`config.mk`:
```
export PLATFORM = sky130hd
export DESIGN_NAME = prog_loader
export DESIGN_NICKNAME = d
export VERILOG_FILES = /design/src/rtl/prog_loader.sv
export SDC_FILE = /design/constraint.sdc
export NUM_CORES = 1
export LEC_CHECK = 0
export BUFFER_PORTS_ARGS = -buffer_cell sky130_fd_sc_hd__buf_2
export CAP_MARGIN = 20
export CORE_MARGIN = 8
export CORE_UTILIZATION = 52
export DETAILED_ROUTE_END_ITERATION = 6
export HOLD_SLACK_MARGIN = 0.15
export PLACE_DENSITY = 0.78
export SLEW_MARGIN = 15
export SYNTH_ARGS = -nofsm -noshare
export SYNTH_HDL_FRONTEND = slang
export SYNTH_SLANG_ARGS = --single-unit
```
`constraint.sdc`:
```
create_clock -name clk -period 2.4 [get_ports clk]
set_clock_uncertainty 0.2 [all_clocks]
set_input_delay 0.24 -clock clk [delete_from_list [all_inputs] [get_ports clk]]
set_output_delay 0.24 -clock clk [all_outputs]
set_load 0.05 [all_outputs]
```
`src/rtl/prog_loader.sv`:
```
// Boot-time program loader: parses an A5-framed byte stream into 16-bit words,
// writes them to program memory from address 0, and releases cpu_rst once the checksum matches.
module prog_loader #(
    parameter int ROM_SIZE = 8
) (
    input  logic                clk,
    input  logic                rst,
    input  logic                rx_valid,
    input  logic [7:0]          rx_data,
    output logic                rx_ready,
    output logic                prog_we,
    output logic [ROM_SIZE-1:0] prog_addr,
    output logic [15:0]         prog_data,
    output logic                cpu_rst,
    output logic                done,
    output logic                err
);

    typedef enum logic [2:0] {
        S_IDLE, S_LEN_H, S_LEN_L, S_DATA_H, S_DATA_L, S_CHK, S_DONE, S_ERR
    } state_e;

    localparam logic [7:0]  SYNC    = 8'hA5;
    localparam int unsigned MAX_LEN = 1 << ROM_SIZE;

    state_e                state_q, state_d;
    logic [7:0]            len_h_q, len_h_d;
    logic [ROM_SIZE:0]     len_q, len_d;
    logic [ROM_SIZE:0]     cnt_q, cnt_d;
    logic [7:0]            hi_q, hi_d;
    logic [7:0]            acc_q, acc_d;
    logic                  we_q, we_d;
    logic [ROM_SIZE-1:0]   addr_q, addr_d;
    logic [15:0]           data_q, data_d;
    logic                  cpu_rst_q, done_q, err_q;

    logic                  accept;
    logic [15:0]           len_full;
    logic [ROM_SIZE:0]     cnt_inc;

    assign rx_ready = rst && (state_q != S_DONE);
    assign accept   = rx_valid && rx_ready;
    assign len_full = {len_h_q, rx_data};
    assign cnt_inc  = cnt_q + 1'b1;

    // NOTE: every always_comb target gets a default first so no path leaves it unassigned (no latch).
    always_comb begin
        state_d = state_q;
        len_h_d = len_h_q;
        len_d   = len_q;
        cnt_d   = cnt_q;
        hi_d    = hi_q;
        acc_d   = acc_q;
        we_d    = 1'b0;
        addr_d  = addr_q;
        data_d  = data_q;
        if (accept) begin
            unique case (state_q)
                S_IDLE, S_ERR: begin
                    if (rx_data == SYNC) begin
                        state_d = S_LEN_H;
                        acc_d   = '0;
                        cnt_d   = '0;
                    end
                end
                S_LEN_H: begin
                    len_h_d = rx_data;
                    acc_d   = acc_q ^ rx_data;
                    state_d = S_LEN_L;
                end
                S_LEN_L: begin
                    acc_d = acc_q ^ rx_data;
                    if (len_full == '0 || {16'd0, len_full} > MAX_LEN) begin
                        state_d = S_ERR;
                    end else begin
                        len_d   = len_full[ROM_SIZE:0];
                        state_d = S_DATA_H;
                    end
                end
                S_DATA_H: begin
                    hi_d    = rx_data;
                    acc_d   = acc_q ^ rx_data;
                    state_d = S_DATA_L;
                end
                S_DATA_L: begin
                    // The write strobe is registered, so it lands one cycle after this byte.
                    acc_d   = acc_q ^ rx_data;
                    we_d    = 1'b1;
                    data_d  = {hi_q, rx_data};
                    addr_d  = cnt_q[ROM_SIZE-1:0];
                    cnt_d   = cnt_inc;
                    state_d = (cnt_inc == len_q) ? S_CHK : S_DATA_H;
                end
                S_CHK:   state_d = (rx_data == acc_q) ? S_DONE : S_ERR;
                default: state_d = state_q;
            endcase
        end
    end

    // NOTE: sequential state uses non-blocking assignments so every register samples pre-edge values.
    always_ff @(posedge clk) begin
        if (!rst) begin
            state_q   <= S_IDLE;
            len_h_q   <= '0;
            len_q     <= '0;
            cnt_q     <= '0;
            hi_q      <= '0;
            acc_q     <= '0;
            we_q      <= 1'b0;
            addr_q    <= '0;
            data_q    <= '0;
            cpu_rst_q <= 1'b1;
            done_q    <= 1'b0;
            err_q     <= 1'b0;
        end else begin
            state_q   <= state_d;
            len_h_q   <= len_h_d;
            len_q     <= len_d;
            cnt_q     <= cnt_d;
            hi_q      <= hi_d;
            acc_q     <= acc_d;
            we_q      <= we_d;
            addr_q    <= addr_d;
            data_q    <= data_d;
            cpu_rst_q <= (state_d != S_DONE);
            done_q    <= (state_d == S_DONE);
            err_q     <= (state_d == S_ERR);
        end
    end

    assign prog_we   = we_q;
    assign prog_addr = addr_q;
    assign prog_data = data_q;
    assign cpu_rst   = cpu_rst_q;
    assign done      = done_q;
    assign err       = err_q;

endmodule

```
# == Yosys cells after proc, flatten, opt, wreduce, memory -nomap -nowiden ==
# Cells that the tools add are included.
# op_classes
addsub,1
bitwise_logic,2
n_eq_ne,14
n_lt_le_gt_ge,1
muxes,11
reduce_logical,16
# op_table
cell,count
$pmux 3 s6,1
$pmux 9 s2,1
$gt 16x9->1 const B,1
$logic_not 16->1,1
$pmux 8 s2,1
$eq 3x3->1 const B,5
$mux 3,4
$add 9x1->9 const B,1
$eq 9x9->1,1
$mux 9,1
$reduce_and 3->1,3
$eq 8x8->1,1
$eq 8x8->1 const B,1
$mux 8,1
$reduce_and 2->1,4
$xor 8x8->8,1
$eq 3x2->1 const B,2
$ne 3x3->1 const B,2
$reduce_bool 2->1,2
$reduce_or 4->1,1
$eq 3x1->1 const B,1
$logic_not 3->1,1
$logic_and 1x1->1,2
$mux 1,2
other kinds (4),4
# word_totals
in_bits,11
output_inout_bits,29
regBits,73

# == Logic depth before layout (Yosys ltp) ==
# Gate-level depths: netlist of run 1.
# depth
depth_word,6
depth_mapped,8
ltp_nobuf,7

# == Worst setup path after synthesis of run 1 ==
# Ideal clock, no wire load.
# synth_timing
path_kind,register to register
startpoint,reg cnt_q[1]
endpoint,"reg err_q, in the netlist err"
t_arrival_ps,1995
path_slack_ps,89
synth_period_minus_slack_ps,2311
path_stages_with_launch,9
required_time_ps,2084
setup_time_ps,116
cell_sequence,dfxtp_1 > ha_1 > clkbuf_1 > and3b_1 > mux2i_1 > nor4b_1 > o2111ai_1 > o31a_1 > and3b_1
# synth_via
elab_chain_cells,6
# synth_rtl
element,line,rtl
start: declaration,29,"logic [ROM_SIZE:0] cnt_q, cnt_d;"
start signal: assignment,119,cnt_q <= cnt_d;
$add 9x1->9,44,assign cnt_inc = cnt_q + 1'b1;
$eq 9x9->1,92,state_d = (cnt_inc == len_q) ? S_CHK : S_DATA_H;
$mux 3,92,
$pmux 3 s6,58,unique case (state_q)
$mux 3,57,if (accept) begin
$eq 3x3->1,127,err_q <= (state_d == S_ERR);
end signal: assignment,127,
end: declaration,35,"logic cpu_rst_q, done_q, err_q;"
# No other way between the ends.
# A chain may end at the register's enable or synchronous reset.

# == Final worst setup path of run 1 ==
# layout_timing
startpoint,in rx_data[7]
endpoint,"reg done_q, in the netlist done"
# layout_via
elab_chain_cells,6
word_cells_on_any_way,11
classes_between,1 x order compare; 3 x eq/ne; 5 x mux; 2 x reduce/logical
# layout_rtl
element,line,rtl
start: declaration,9,"input logic [7:0] rx_data,"
$gt 16x9->1 or $logic_not 16->1 (tied branches),73,"if (len_full == '0 || {16'd0, len_full} > MAX_LEN) begin"
$logic_or 1x1->1,73,
$mux 3,73,
$pmux 3 s6 (*),58,
$mux 3 (*),57,
$eq 3x3->1 (*),126,done_q <= (state_d == S_DONE);
end signal: assignment,126,
end: declaration,35,
# Every way passes the cells marked *; elsewhere a longest branch is shown, timed or not.

==> summary.txt, run 1 <==
GRT
  – Largest net degree at the start of global routing: 49
  – Global Route Usage Sum: 0.192
  – Initial antenna violation count: 0
  – Vias in the first global route: 2921
  – Grt ovf: 0
  – First-pass GRT wire length: 13.9 mm

Cells and area
  – N_diodes: 0
  – Nets: 478
  – Most frequent cells in the layout: 72 x dfxtp_1, 66 x nand2_1, 52 x nor2_1, 43 x a21oi_1, 39 x buf_2
  – Most common cell after layout, fill and taps aside: dfxtp_1
  – Non-filler cells, final: 548
  – P&R area growth vs syn: 21.9%
  – Layout cells sized above 1: 0.214

Die
  – Core box area: 6310 um2
  – # rows: 29
  – Initial core utilization: 0.532
  – Die H: 96.4 um
  – Chip Width: 96.4 um
  – Io pins: 40
  – Die ar.: 9290 um2

Critical path
  – Crit Path Max Fanout: 4
  – Kind of critical path: input port to flop
  – Reg2Reg Depth: 7
  – Crit path required time: 2.50 ns
  – FF-to-FF End: err
  – CP startpoint kind: input port
  – FF-to-FF Start: cnt_q[0]
  – Reg2Reg Setup Slack: 0.04 ns
  – Crit path capture type: flop
  – Arrival time worst endpoint: 2.47 ns

Min path
  – Hold Path Sink: prog_data[4]
  – Min-Delay Startpoint: prog_data[4]
  – Hold/Removal Path Class: flop to flop
  – Hold path depth: 2

Logic synthesis
  – Synth warnings: 0
  – Mux contribution to synthesized area: 0.0834
  – Main area contributors after synthesis: dfxtp_1 43%, mux2i_1 8.3%, nand2_1 7.4%, a21oi_1 6.4%, nor2_1 5.8%
  – Post-synth top flop: dfxtp_1
  – Async set or reset register ratio after synthesis: 0
  – Synth Net Count: 421
  – FF+latch count, synth: 73
  – Post-Synth XOR/XNOR Area: 0.0495
  – Share of the synthesized area in the top cell type: 0.435
  – Area share of and/or/nand/nor cells after synthesis: 0.235
  – Sequential share of the synthesized area: 0.435
  – Largest family of logic cells by synthesized area: simple AND/OR/NAND/NOR gates
  – Post-synth EDFFs: 0
  – Synth Area in Compound Gates: 0.148
  – Largest area contributor in the synthesized netlist: dfxtp_1
  – Instance count of the mapped netlist: 409
  – Cell area after synthesis: 3360 um2
  – Syn Area/Cell: 8.22 um2
  – Synth Area in Adders: 0.00372
  – Netlist cell types: 52

Timing
  – Period minus WS final: 2.37 ns
  – Final hold violation count: 0
  – Max Clk Rate: 0.422 GHz
  – Fin crit share: 0.988
  – RSZ-0062 raised after global routing: true
  – Worst slew margin: 0.670
  – Final setup violation count: 0
  – Worst Slack Setup Final: 0.0283 ns
  – Max Slew Vio Count: 0
  – Worst-Margin Slew: 0.490 ns

Placement
  – Pre-CTS setup slack: 0.0173 ns
  – HPWL Detailed: 5.89 mm
  – IO buf count: 39
  – Post-Place Cells: 520
  – Final GP Congestion: 0.881

Pwr
  – Reg power frac: 0.516
  – Clock power frac: 0.440
  – Gate power share: 0.044
  – Net Switching: 594 uW
  – Power density over the cells: 573 nW/um2
  – Switching share of power: 0.253
  – Leak pwr: 1.50 nW
  – Internal power: 1.75 mW
  – VDD IR max: 0.458 mV

Outcome
  – Status: complete, no violations

Route
  – Final WL: 8.66 mm
  – Vias/cell: 5.59
  – Final ANT Viol Nets: 0
  – DR WL/cell: 15.8 um
  – Vias: 3065
  – Detailed Routing Iterations Pass 1: 4
  – # DRC: 0
  – Initial DRC count: 159

CTS
  – Number of buffers created by CTS: 9
  – CTS tree: done
  – Clk Latency, worst-skew pair: 0.36 ns
  – Clock Tree Buf Depth: 2
  – CTS sink count: 73
  – CTS clk-pin slew, worst paths: 0.09 ns
  – Clk root buf: clkbuf_8
  – H-tree depth: 3

Job
  – MaxCap Viol Count: 0
cell type report:
type,count,area (um2)
clock buffer,9,124
fill,521,2220
clock inverter,7,85.1
timing repair buffer,78,526
tap,77,96.3
inverter,5,18.8
sequential,73,1460
multi-input combinational,299,1780
sequential cells by signal (all words and copies together), names as in the netlist:
| register | flops |
|---|---|
| prog_data | 16 |
| prog_we | 1 |
| err | 1 |
| len_h_q | 8 |
| acc_q | 8 |
| state_q | 3 |
| cnt_q | 9 |
| prog_addr | 8 |
| len_q | 9 |
| cpu_rst | 1 |
| done | 1 |
| hi_q | 8 |
routing by layer:
metal	part of all wire	GRT usage	up-vias
met1	0.45	0.233	1463
met5	0	0	-
met3	0.043	0.0394	12
li1	-	-	1526
met2	0.49	0.320	64
met4	0.018	0.0921	0
critical path: stages:
cell and delay [ns]:
dlygate4sd3_1 0.53, buf_2 0.12, or4_4 0.42, or3_4 0.34
a41o_1 0.20, a221o_1 0.31, o31ai_2 0.09, and3_1 0.21
cells in the mapped netlist, types with 2 or more instances:
master    count
and2_1        2
nor3_1        3
and3b_1       2
mux2i_1      28
or3_1         4
inv_1         5
nor4_1        4
or4_4         2
xor2_1        3
xnor2_1      16
o211ai_1      2
a21oi_1      43
a22oi_1       2
clkbuf_1     26
and4_1        2
nand2_1      66
nor3b_1       7
a31oi_1       3
nor3_2        2
buf_2         5
nand3_1       5
nor2_1       52
o21ai_0      18
or2_2         3
dfxtp_1      73
nand4_1       5
worst max path at each step:
stage,depth (start not counted),slack [ns],end,from
after floorplan,8,0.09,err,cnt_q[1]
after global placement,7,0.07,err,cnt_q[0]
after detailed placement,7,0.02,err,cnt_q[0]
after CTS,7,0.006,err,cnt_q[0]
after global routing,7,-0.04,err,cnt_q[0]
final,8,0.03,done,rx_data[7]
repair_timing:
action,in CTS,in global routing
hold buffers,10,0
endpoints found under the setup margin,0,4
hold endpoints to repair,30,0
setup buffers,0,2
gates resized for setup,0,7
through the flow:
stage                     instance area, um2  total power, mW  utilization  hold WS (ns)  TNS (ns)
final                                   4100             2.35        0.649         0.256         0
after floorplan                         3360             1.29            -         0.176         0
after detailed placement                3740             1.33        0.592         0.243         0
after global placement                  3740             1.33        0.592         0.240         0
after global routing                    4100             2.41        0.649         0.271   -0.0691
after CTS                               4050             2.36        0.641         0.257         0
cell families after synthesis:
logic type      count (synthesis)
buf+inv                        37
mux                            28
xor+xnor                       19
fa+ha+maj                       1
compound gates                 84
flops                          73
simple gates                  167
power groups by stage:
| stage | Sequential, mW | Clock (mW) | Combinational (mW) |
|---|---|---|---|
| floorplan | 1.24 | 0 | 0.0514 |
| global route | 1.21 | 1.09 | 0.108 |
| finish | 1.21 | 1.03 | 0.103 |
| CTS | 1.21 | 1.04 | 0.101 |
| detailed placement | 1.24 | 0 | 0.0884 |
| global placement | 1.24 | 0 | 0.0877 |
(Power assumes the default switching activity.)
==> run 2: changes to the inputs <==
--- a/config.mk
+++ b/config.mk
@@ -7,8 +7,10 @@
 export LEC_CHECK = 0
 export BUFFER_PORTS_ARGS = -buffer_cell sky130_fd_sc_hd__buf_2
 export CAP_MARGIN = 20
+export CORE_ASPECT_RATIO = 0.8
 export CORE_MARGIN = 8
 export CORE_UTILIZATION = 52
+export CTS_CLUSTER_SIZE = 30
 export DETAILED_ROUTE_END_ITERATION = 6
 export HOLD_SLACK_MARGIN = 0.15
 export PLACE_DENSITY = 0.78
==> run 2 against run 1 <==
  * Sequential share of layout area rose by 0.22 points
  * Register-to-register slack barely moved
  * Sequential cell count did not move
  * Hold slack improved by 0.00095 ns
  * Non-clock buffer count fell by 2
  * Worst setup slack improved by 0.014 ns
  * Clock power barely moved
  * Final area barely moved
  * Global-route usage rose by 0.51 points
  * Critical endpoint is now err
==> summary.txt, run 2 (same netlist as run 1, synthesis figures left out) <==
Critical path
  – Top delay family on crit path: compound AO/OA/AOI/OAI gates (was simple AND/OR/NAND/NOR gates)
  – Crit path buffers/inverters: 0 (was 2)
  – Crit path capture type: flop (unchanged)
  – Kind of critical path: flop to flop (was input port to flop)
  – Crit-path max cell delay: 0.37 ns (was 0.53 ns)
  – Crit Path Max Fanout: 4 (unchanged)
  – Crit path required time: 2.45 ns (was 2.50 ns)
  – CP Cell Sequence: ha_4, xor2_1, a311o_1, nor4b_2, o2111ai_2, o31a_1, and3b_1 (was dlygate4sd3_1, buf_2, or4_4, or3_4, a41o_1, a221o_1, o31ai_2, and3_1)
  – CP startpoint kind: flop (was input port)
  – Arrival time worst endpoint: 2.41 ns (was 2.47 ns)
  – Worst setup startpoint: cnt_q[0] (was rx_data[7])
  – FF-to-FF Start: cnt_q[0] (unchanged)
  – Slowest cell on crit path: dfxtp_4 (was dlygate4sd3_1)

Cells and area
  – Non-filler cells, final: 553 (was 548)
  – Max reg flops: 16 (unchanged)
  – Final instance area: 4090 um2 (was 4100 um2)
  – N_diodes: 0 (unchanged)
  – Nets: 476 (was 478)
  – Layout cells sized above 1: 0.215 (was 0.214)
  – Most frequent cells in the layout: 70 x dfxtp_1, 66 x nand2_1, 52 x nor2_1, 43 x a21oi_1, 39 x buf_2 (was 72 x dfxtp_1, 66 x nand2_1, 52 x nor2_1, 43 x a21oi_1, 39 x buf_2)
  – Most common cell after layout, fill and taps aside: dfxtp_1 (unchanged)
  – P&R area growth vs syn: 21.7% (was 21.9%)
  – Final Util: 0.648 (was 0.649)

Pwr
  – Gate power share: 0.044 (about the same)
  – Power density over the cells: 567 nW/um2 (was 573 nW/um2)
  – Leak pwr: 1.48 nW (was 1.50 nW)
  – Reg power frac: 0.520 (was 0.516)
  – Switching share of power: 0.249 (was 0.253)
  – VDD IR max: 0.379 mV (was 0.458 mV)
  – Net Switching: 577 uW (was 594 uW)
  – Internal power: 1.74 mW (was 1.75 mW)
  – Design Power: 2.32 mW (was 2.35 mW)
  – Clock power frac: 0.436 (was 0.440)

Die
  – Core box area: 6310 um2 (about the same)
  – Initial core utilization: 0.533 (was 0.532)
  – Chip Width: 106 um (was 96.4 um)
  – Die ar.: 9310 um2 (was 9290 um2)
  – # rows: 26 (was 29)
  – Io pins: 40 (unchanged)
  – Die H: 87.9 um (was 96.4 um)

Timing
  – Worst slew margin: 0.549 (was 0.670)
  – RSZ-0062 raised after global routing: true (unchanged)
  – Max Slew Vio Count: 0 (unchanged)
  – Final hold violation count: 0 (unchanged)
  – Worst-Margin Slew: 0.677 ns (was 0.490 ns)
  – Final hold slack: 0.257 ns (was 0.256 ns)
  – Final setup violation count: 0 (unchanged)
  – Fin crit share: 0.983 (was 0.988)
  – Max Clk Rate: 0.424 GHz (was 0.422 GHz)
  – Period minus WS final: 2.36 ns (was 2.37 ns)

Placement
  – HPWL Detailed: 6.13 mm (was 5.89 mm)
  – Final GP Congestion: 0.845 (was 0.881)
  – Post-Place Cells: 527 (was 520)
  – IO buf count: 39 (unchanged)
  – DP Area: 3740 um2 (about the same)

Min path
  – Min-Delay Startpoint: prog_data[14] (was prog_data[4])
  – Hold/Removal Path Class: flop to flop (unchanged)

GRT
  – Largest net degree at the start of global routing: 66 (was 49)
  – First-pass GRT wire length: 14.6 mm (was 13.9 mm)
  – Global Route Usage Sum: 0.197 (was 0.192)
  – Grt ovf: 0 (unchanged)
  – Vias in the first global route: 2879 (was 2921)
  – Initial antenna violation count: 0 (unchanged)

Route
  – Vias/cell: 5.70 (was 5.59)
  – DR top layer: met4 (unchanged)
  – Final ANT Viol Nets: 0 (unchanged)
  – Vias: 3150 (was 3065)
  – # DRC: 0 (unchanged)
  – Metal2 WL: 4.44 mm (was 4.23 mm)
  – Metal-1 WL: 3.99 mm (was 3.90 mm)
  – Met3 wire length: 648 um (was 369 um)
  – Initial DRC count: 202 (was 159)
  – Detailed Routing Iterations Pass 1: 5 (was 4)
  – DR WL/cell: 16.7 um (was 15.8 um)
  – Final WL: 9.25 mm (was 8.66 mm)

CTS
  – Clk Latency, worst-skew pair: 0.36 ns (about the same)
  – CTS tree: done (unchanged)
  – Number of buffers created by CTS: 9 (unchanged)
  – CTS clk-pin slew, worst paths: 0.08 ns (was 0.09 ns)
  – Clk root buf: clkbuf_8 (unchanged)
  – H-tree depth: 3 (unchanged)
  – Clock Tree Buf Depth: 2 (unchanged)
  – CTS sink count: 73 (unchanged)

Job
  – MaxCap Viol Count: 0 (unchanged)

Outcome
  – Status: complete, no violations (unchanged)
[run 2: area by class of cell]
type | instances | area [um2]
Sequential cell | 73 | 1470
Timing Repair Buffer | 76 | 498
Inverter | 5 | 18.8
Multi-Input combinational cell | 299 | 1790
Clock inverter | 7 | 83.8
Fill cell | 578 | 2220
Tap cell | 84 | 105
Clock buffer | 9 | 124
[run 2: repair_timing]
item                                   4_1_cts  5_1_grt
endpoints found under the hold margin       29        0
hold buffers                                10        0
setup buffers                                0        0
setup endpoints to repair                    2        4
pin swaps                                    1        6
resized for setup                            1       11
[run 2: worst paths after layout]
| path | end | slack, ns | cells after the start |
|---|---|---|---|
| max | err | 0.04 | 7 |
| min reg2reg | prog_data[14] | 0.26 | 2 |
| max reg2reg | err | 0.04 | 7 |
| min | prog_data[14] | 0.26 | 2 |
[run 2: per-stage QoR]
step / worst slack, ns / TNS (ns)
global route: -0.102 / -0.296
CTS: 0.00315 / 0
detailed placement: 0.00591 / 0
finish: 0.0420 / 0
global placement: 0.0609 / 0
floorplan: 0.0891 / 0
[run 2: tightest hold or removal path, cell delays in order, from the launching register on]
cell and delay [ns]:
dfxtp_1 0.31, nand2_1 0.05, a21oi_1 0.05
[run 2: layer usage]
layer,track usage,vias to the layer above
met4,0.0777,0
met1,0.244,1482
li1,-,1520
met5,0,-
met3,0.0522,17
met2,0.321,131
[run 2: power groups by stage]
stage	sequential, mW	clock (mW)	combinational, mW
5_1_grt	1.21	1.08	0.107
3_5_place_dp	1.24	0	0.0872
4_1_cts	1.21	1.03	0.100
2_1_floorplan	1.24	0	0.0514
3_3_place_gp	1.24	0	0.0860
6_report	1.21	1.01	0.102
